### src/rtl/block_data_memory_pkg.sv
// Shared definitions for the block data memory: FSM encodings, default widths and latency.
package block_data_memory_pkg;

  localparam int DMEM_ADDR_W  = 6;
  localparam int DMEM_DATA_W  = 32;
  localparam int DMEM_LATENCY = 5;
  localparam int DMEM_CNT_W   = 4;

  typedef enum logic [1:0] {
    DMEM_IDLE = 2'd0,
    DMEM_BUSY = 2'd1,
    DMEM_DONE = 2'd2
  } dmem_state_t;

  // The counter is preloaded with LATENCY-1 so that BUSY lasts exactly LATENCY cycles.
  function automatic logic [DMEM_CNT_W-1:0] latency_preload(input int latency);
    return DMEM_CNT_W'(latency - 1);
  endfunction

endpackage

### src/rtl/dmem_latency_counter.sv
// Loadable 4-bit down-counter that paces the BUSY phase of a memory access.
module dmem_latency_counter
  import block_data_memory_pkg::*;
(
  input  logic                  clock,
  input  logic                  reset,
  input  logic                  load,
  input  logic                  dec,
  input  logic [DMEM_CNT_W-1:0] load_value,
  output logic                  zero
);

  logic [DMEM_CNT_W-1:0] count;

  assign zero = (count == '0);

  // NOTE: sequential state uses non-blocking assignments so every flop samples pre-edge values.
  always_ff @(posedge clock or negedge reset) begin
    if (!reset) begin
      count <= '0;
    end else if (load) begin
      count <= load_value;
    end else if (dec && !zero) begin
      count <= count - DMEM_CNT_W'(1);
    end
  end

endmodule

### src/rtl/block_data_memory.sv
// Block-organised data memory behind the data cache, fixed programmable access latency.
// Define DMEM_CLEAR_ON_RESET_EN to zero the whole array whenever reset is asserted.
module block_data_memory
  import block_data_memory_pkg::*;
#(
  parameter int ADDR_W  = DMEM_ADDR_W,
  parameter int DATA_W  = DMEM_DATA_W,
  parameter int LATENCY = DMEM_LATENCY
) (
  input  logic              clock,
  input  logic              reset,
  input  logic              mem_read,
  input  logic              mem_write,
  input  logic [ADDR_W-1:0] mem_address,
  input  logic [DATA_W-1:0] mem_writedata,
  output logic [DATA_W-1:0] mem_readdata,
  output logic              mem_busywait
);

  localparam int                    DEPTH       = 2 ** ADDR_W;
  localparam logic [DMEM_CNT_W-1:0] CNT_PRELOAD = latency_preload(LATENCY);

  dmem_state_t       state, state_next;
  logic              req;
  logic              cnt_load, cnt_dec, cnt_zero;
  logic              do_access, wr_en;
  logic [ADDR_W-1:0] lat_addr;
  logic [DATA_W-1:0] lat_data;
  logic              lat_write;
  logic [DATA_W-1:0] mem [DEPTH];

  assign req   = mem_read | mem_write;
  assign wr_en = do_access & lat_write;

  dmem_latency_counter u_latency_counter (
    .clock      (clock),
    .reset      (reset),
    .load       (cnt_load),
    .dec        (cnt_dec),
    .load_value (CNT_PRELOAD),
    .zero       (cnt_zero)
  );

  always_ff @(posedge clock or negedge reset) begin
    if (!reset) state <= DMEM_IDLE;
    else        state <= state_next;
  end

  // NOTE: every always_comb output gets a default first, so no path can infer a latch.
  always_comb begin
    state_next = state;
    unique case (state)
      DMEM_IDLE: if (req)      state_next = DMEM_BUSY;
      DMEM_BUSY: if (cnt_zero) state_next = DMEM_DONE;
      DMEM_DONE:               state_next = DMEM_IDLE;
      default:                 state_next = DMEM_IDLE;
    endcase
  end

  always_comb begin
    mem_busywait = 1'b0;
    cnt_load     = 1'b0;
    cnt_dec      = 1'b0;
    do_access    = 1'b0;
    unique case (state)
      DMEM_IDLE: begin
        mem_busywait = req;
        cnt_load     = req;
      end
      DMEM_BUSY: begin
        mem_busywait = 1'b1;
        cnt_dec      = 1'b1;
        do_access    = cnt_zero;
      end
      default: ;
    endcase
  end

  // Request is captured once; the cache may change its inputs while BUSY without effect.
  always_ff @(posedge clock or negedge reset) begin
    if (!reset) begin
      lat_addr  <= '0;
      lat_data  <= '0;
      lat_write <= 1'b0;
    end else if (cnt_load) begin
      lat_addr  <= mem_address;
      lat_data  <= mem_writedata;
      lat_write <= mem_write;
    end
  end

`ifdef DMEM_CLEAR_ON_RESET_EN
  always_ff @(posedge clock or negedge reset) begin
    if (!reset) begin
      for (int i = 0; i < DEPTH; i++) mem[i] <= '0;
    end else if (wr_en) begin
      mem[lat_addr] <= lat_data;
    end
  end
`else
  // NOTE: the array has no reset so it maps onto plain RAM; contents survive a control reset.
  always_ff @(posedge clock) begin
    if (wr_en) mem[lat_addr] <= lat_data;
  end
`endif

  always_ff @(posedge clock or negedge reset) begin
    if (!reset) begin
      mem_readdata <= '0;
    end else if (do_access && !lat_write) begin
      mem_readdata <= mem[lat_addr];
    end
  end

endmodule
### config.mk
export PLATFORM = sky130hd
export DESIGN_NAME = block_data_memory
export DESIGN_NICKNAME = d
export VERILOG_FILES = /design/src/rtl/block_data_memory_pkg.sv /design/src/rtl/dmem_latency_counter.sv /design/src/rtl/block_data_memory.sv
export SDC_FILE = /design/constraint.sdc
export NUM_CORES = 2
export LEC_CHECK = 0
export CELL_PAD_IN_SITES_DETAIL_PLACEMENT = 1
export CELL_PAD_IN_SITES_GLOBAL_PLACEMENT = 2
export CORE_MARGIN = 3
export CORE_UTILIZATION = 25
export DETAILED_ROUTE_END_ITERATION = 10
export PLACE_DENSITY = 0.49
export SYNTH_ARGS = -nofsm -noshare
export SYNTH_HDL_FRONTEND = slang
export SYNTH_SLANG_ARGS = --single-unit
export TNS_END_PERCENT = 30
### constraint.sdc
create_clock -name clock -period 6.12 [get_ports clock]
set_clock_uncertainty 0.05 [all_clocks]
set_input_delay 0.612 -clock clock [delete_from_list [all_inputs] [get_ports clock]]
set_output_delay 0.612 -clock clock [all_outputs]
set_load 0.01 [all_outputs]
Word level (Yosys, flattened, before mapping). Memory sizes are Yosys's and may differ from the RTL's. A register that Yosys moved wholly into a read port is not among the register bits. Index checks and enable logic that the tools add are counted.

Register bits: 45. RAM bits: 2048. Input bits: 42. Output and inout port bits: 33. Word-level logic and storage cells: 32. Memories: 1.

Add/sub/neg operators: 1. Equal/unequal tests: 3. Multiplexer cells: 11. Bitwise logic cells: 2. Reduce and logical (&&, ||, !) cells: 9.

Memory list: mem (words 64, width 32, rd ports 1, clocked after memory_dff 1, wr ports 1, RTL line block_data_memory.sv:30) `logic [DATA_W-1:0] mem [DEPTH];`.

Operator list (number): 4-bit 2-to-1 mux (2); 1-bit 2-to-1 mux (5); 4-bit logical NOT (1); 2-bit 2-to-1 mux (2); 2-bit != test (second input constant) (2); 2-bit one-hot mux with 2 select lines (1); 4-bit by 1-bit subtractor with 4-bit output (second input constant) (1); 1-bit logical NOT (3); 2-bit by 1-bit equality test with 1-bit output (second input constant) (1); 1-bit logical AND (2); 2-bit logical NOT (1); 1-bit one-hot mux with 2 select lines (1); 2-bit AND reduction (1); 2-bit nonzero test (1); 1-bit bitwise AND (1); 1-bit bitwise OR (1).

Longest topological paths before layout.
Word-level depth: 5. Depth in mapped cells: 11. Depth with buffers taken out: 8.

Cells and area by module. Synthesis repeated with hierarchy kept, for this count alone.

Cells, all modules: 4223. Area, all modules: 81275.4 sq um.

Modules (own cells, without submodules): block_data_memory (instances 1, cells each 4196, area each 81022.7 sq um, seq. area each 63325.7 sq um); dmem_latency_counter (instances 1, cells each 27, area each 252.7 sq um, seq. area each 100.1 sq um).

Worst setup path before layout. Ideal clock, no wire load.

Path kind: register -> register. Start point: register lat_addr[2]. End point: memory mem[15][0] (netlist bit), enable pin. Library setup time: 0.421 ns. Arrival time: 2.947 ns. Data required time: 5.649 ns. Setup slack: 2.701 ns. Cell stages (with the launch flop): 9. Path buffers: 6. Clock period less this slack: 3.419 ns. Cells stage by stage: dfrtp_1 > buf_2 > buf_6 > buf_6 > buf_4 > buf_2 > buf_2 > nand3_1 > nor2_1.

RTL lines: start, declared (RTL line block_data_memory.sv:27) `logic [ADDR_W-1:0] lat_addr;`; start signal, assigned (RTL line block_data_memory.sv:86) `lat_addr <= mem_address;`; end, declared (RTL line block_data_memory.sv:30).

No word-level cell before the write port.

==> out/qor.csv <==
metric;value;unit
Filler cells;32710;
H-tree depth;4;
DRC violations left;0;
FF-to-FF End;mem_readdata[9];
maximum achievable frequency;200.1;MHz
Post-Synth Simple-Gate Area;0.02090;
share of layout cells above drive strength 1;0.2003;
worst r2r src;lat_addr[2];
Slew headroom;0.1841;
multiplexer area fraction after synthesis;0.1090;
part of the power in combinational logic;0.291;
post-synthesis cell count;4230;
Seq cells post-synth;2125;
worst reg2reg path depth;10;
CP arrival;5.70;ns
Post-Synth XOR/XNOR Area;0.0003230;
Final Cycle Share;0.8166;
Starting Density;0.2523;
top_reg_cell synth;edfxtp_1;
Worst Tran Pin Value;1.211;ns
die height;576.5;um
vias in the first global route;44690;
Sink Count;2125;
max-slew violation count;0;
crit end category;flop;
minimum clock period;4.997;ns
Post-Synth Adder-Cell Area;0.0001538;
Total GRT Usage;0.1797;
Final Hold Fails;0;
pre-CTS setup slack;1.137;ns
Synth area leaders;edfxtp_1 76%, mux2i_1 5.0%, mux4_2 4.7%, dfrtp_1 2.4%, a221oi_1 2.0%;
outcome;finished, final reports clean;
critical path fanouts, max;22;
switch share;0.3716;
vias per inst;4.930;
final setup fails;0;
RSZ-0062 raised after global routing;false;
Cell Area, Synth;0.08136;mm2
critical path required time;6.82;ns
Async S/R FF share, synth;0.03624;
Max clock buf depth;3;
Ys Warns;0;
placer congestion estimate;0.7845;
IO Port Bufs;74;
dpl hpwl;185900;um
total CTS buffers;235;
routed len/inst;33.87;um
fin nets;4520;
clk_lat worst skew;0.88;ns
Synth area leader;edfxtp_1;
Critical Path Source Type;flop;
Die Width;576.5;um
switching power;0.01821;W
Most Frequent Cell on Critical Path;buf_4;
worst reg-to-reg setup slack;1.12;ns
WL final;304900;um
TritonCTS clock tree;yes;
Layout Area Growth over Synthesis;18.22;%
main combinational cell family by area after synthesis;multiplexers;
Reg area;0.06354;mm2
I/O Pins;75;
P_leak;30.18;nW
Clk Tree Root Cell;clkbuf_16;
number of synthesized flops with an enable pin;2048;
Crit Path Category;reg2reg;
DR vias;44380;
die area;0.3323;mm2
Syn Nets;4273;
clock share of power;0.285;
Post-CTS Setup Repair Bufs;0;
Hold WC Path Type;in2async;
initial antenna violation count;32;
DRT antenna net count;0;
register area share after synthesis;0.7796;
family with the most delay on the worst path;compound AO/OA/AOI/OAI gates;
crit-path cells;buf_4 -> buf_4 -> nor2_4 -> buf_4 -> buf_4 -> a221oi_1 -> nor2_1 -> o21ai_0 -> o21ai_0 -> o32a_1;
Power Dens Cells;509.5;mW/mm2
Syn Area/Cell;19.23;um2
Clock transition at path regs;0.06;ns
max incr delay on CP;0.94;ns
P_int;0.03079;W
Max-Cap Viols;0;
core area;0.3224;mm2
Netlist cell types;67;
largest net degree at the start of global routing;103;
CTS resizes;0;
Buf+Inv Stages, Crit Path;4;
Peak VDD IR;0.6202;mV
first-pass GRT wire length;411100;um
Crit-path slowest cell;o21ai_0;
final worst slack;1.123;ns
num rows;208;
sequential power share;0.424;
setup TNS;0;ns
Initial DRC Count;5199;
GRT Residual Overflow;0;
Compound-Gate Fraction of Synth Area;0.07093;
drt pass-1 iters;5;
area of the multi-input gates;0.01697;mm2
Synth top area share;0.7559;
## synth_stat cells (77+ instances only)
library cell / number
edfxtp_1: 2048
mux2i_1: 409
a221oi_1: 185
a22oi_1: 179
mux4_2: 171
nor2_1: 165
o21ai_0: 103
buf_2: 100
nand2_1: 95
clkbuf_1: 83
mux2_2: 80
dfrtp_1: 77
## cell usage in the layout (no fill, tap or decap), types with 8 or more instances in the layout
cell type,count
clkbuf_8,19
nand3_1,49
dfrtp_1,42
o21ai_1,10
dfrtp_2,8
o211ai_1,10
a211oi_1,8
and3_1,16
buf_12,25
nor2_1,96
nand2_1,94
a221oi_1,185
diode_2,13
a221oi_2,9
o21ai_0,102
a31oi_1,28
a221o_1,15
o22a_1,13
nor2_4,67
bufinv_16,15
nand4_1,12
o22ai_1,63
a22oi_1,179
dfrtp_4,27
mux4_2,171
clkinv_1,45
mux2i_1,409
clkbuf_1,68
clkdlybuf4s50_1,73
edfxtp_1,2048
clkbuf_16,237
clkinv_2,43
a22o_1,27
a21oi_1,63
buf_4,185
mux2_2,80
o32a_1,25
## area by class of cell
type,instances,share of cell area
multi-input combinational,1825,0.1765
inverter,5,0.0002732
tap,4305,0.05600
antenna,13,0.0003382
sequential,2125,0.6606
clock buffer,324,0.06704
timing repair buffer,285,0.02746
clock inverter,120,0.01179
## flip-flops by register name, summed over array words and instances, names as in the netlist
name                     cells
mem                       2048
lat_data                    32
mem_readdata                32
lat_addr                     6
u_latency_counter.count      4
state                        2
lat_write                    1
## how the worst max path moves through the flow
stage / from / to / slack (ns) / depth (start not counted)
after floorplan: lat_addr[2] / mem[15][0] / 2.70 / 8
after global placement: lat_addr[2] / mem_readdata[9] / 1.12 / 10
after detailed placement: lat_addr[2] / mem_readdata[9] / 1.14 / 10
after CTS: lat_addr[2] / mem_readdata[9] / 1.09 / 10
after global routing: lat_addr[2] / mem_readdata[9] / 1.14 / 10
final: lat_addr[2] / mem_readdata[9] / 1.12 / 10
## power by group through the flow
stage	Combinational, W	Sequential [W]	Clock (W)
finish	0.0143	0.0208	0.0140
global route	0.0149	0.0210	0.0149
CTS	0.0144	0.0209	0.0143
detailed placement	0.0143	0.0212	0
global placement	0.0143	0.0211	0
floorplan	0.00724	0.0199	0
## through the flow
step	hold slack [ns]	cell area [um2]	utilization	cells	power, W
floorplan	0.2664	81360	-	4230	0.02716
global placement	0.4493	88550	0.2746	8544	0.03543
detailed placement	0.4542	88550	0.2746	8544	0.03555
CTS	0.1164	96140	0.2982	8989	0.04959
global route	0.1592	96150	0.2982	8990	0.05070
finish	0.1820	96180	0.2983	9002	0.04900
## per-layer routing
layer  global-route usage  vias up  routed length [um]
met5                    0        -                  13
met4              0.03282        2                4684
met3              0.02654      298               15380
met2               0.2859     1318              141600
met1               0.2620    24660              143200
li1                     -    18100                   -
## what timing repair did
action | in CTS | in global routing
hold buffers | 1 | 0
endpoints found under the hold margin | 42 | 0
endpoints found under the setup margin | 0 | 0
## cell families (layout without fill, tap and decap cells)
kind of cell | count (synthesis) | after routing
AO/OA/AOI/OAI | 775 | 775
XOR/XNOR | 3 | 3
adder cells (fa/ha/maj) | 1 | 1
buffers and inverters | 280 | 734
flip-flops | 2125 | 2125
multiplexers | 662 | 662
other | 0 | 13
AND/OR/NAND/NOR | 384 | 384
(Power assumes the default switching activity.)
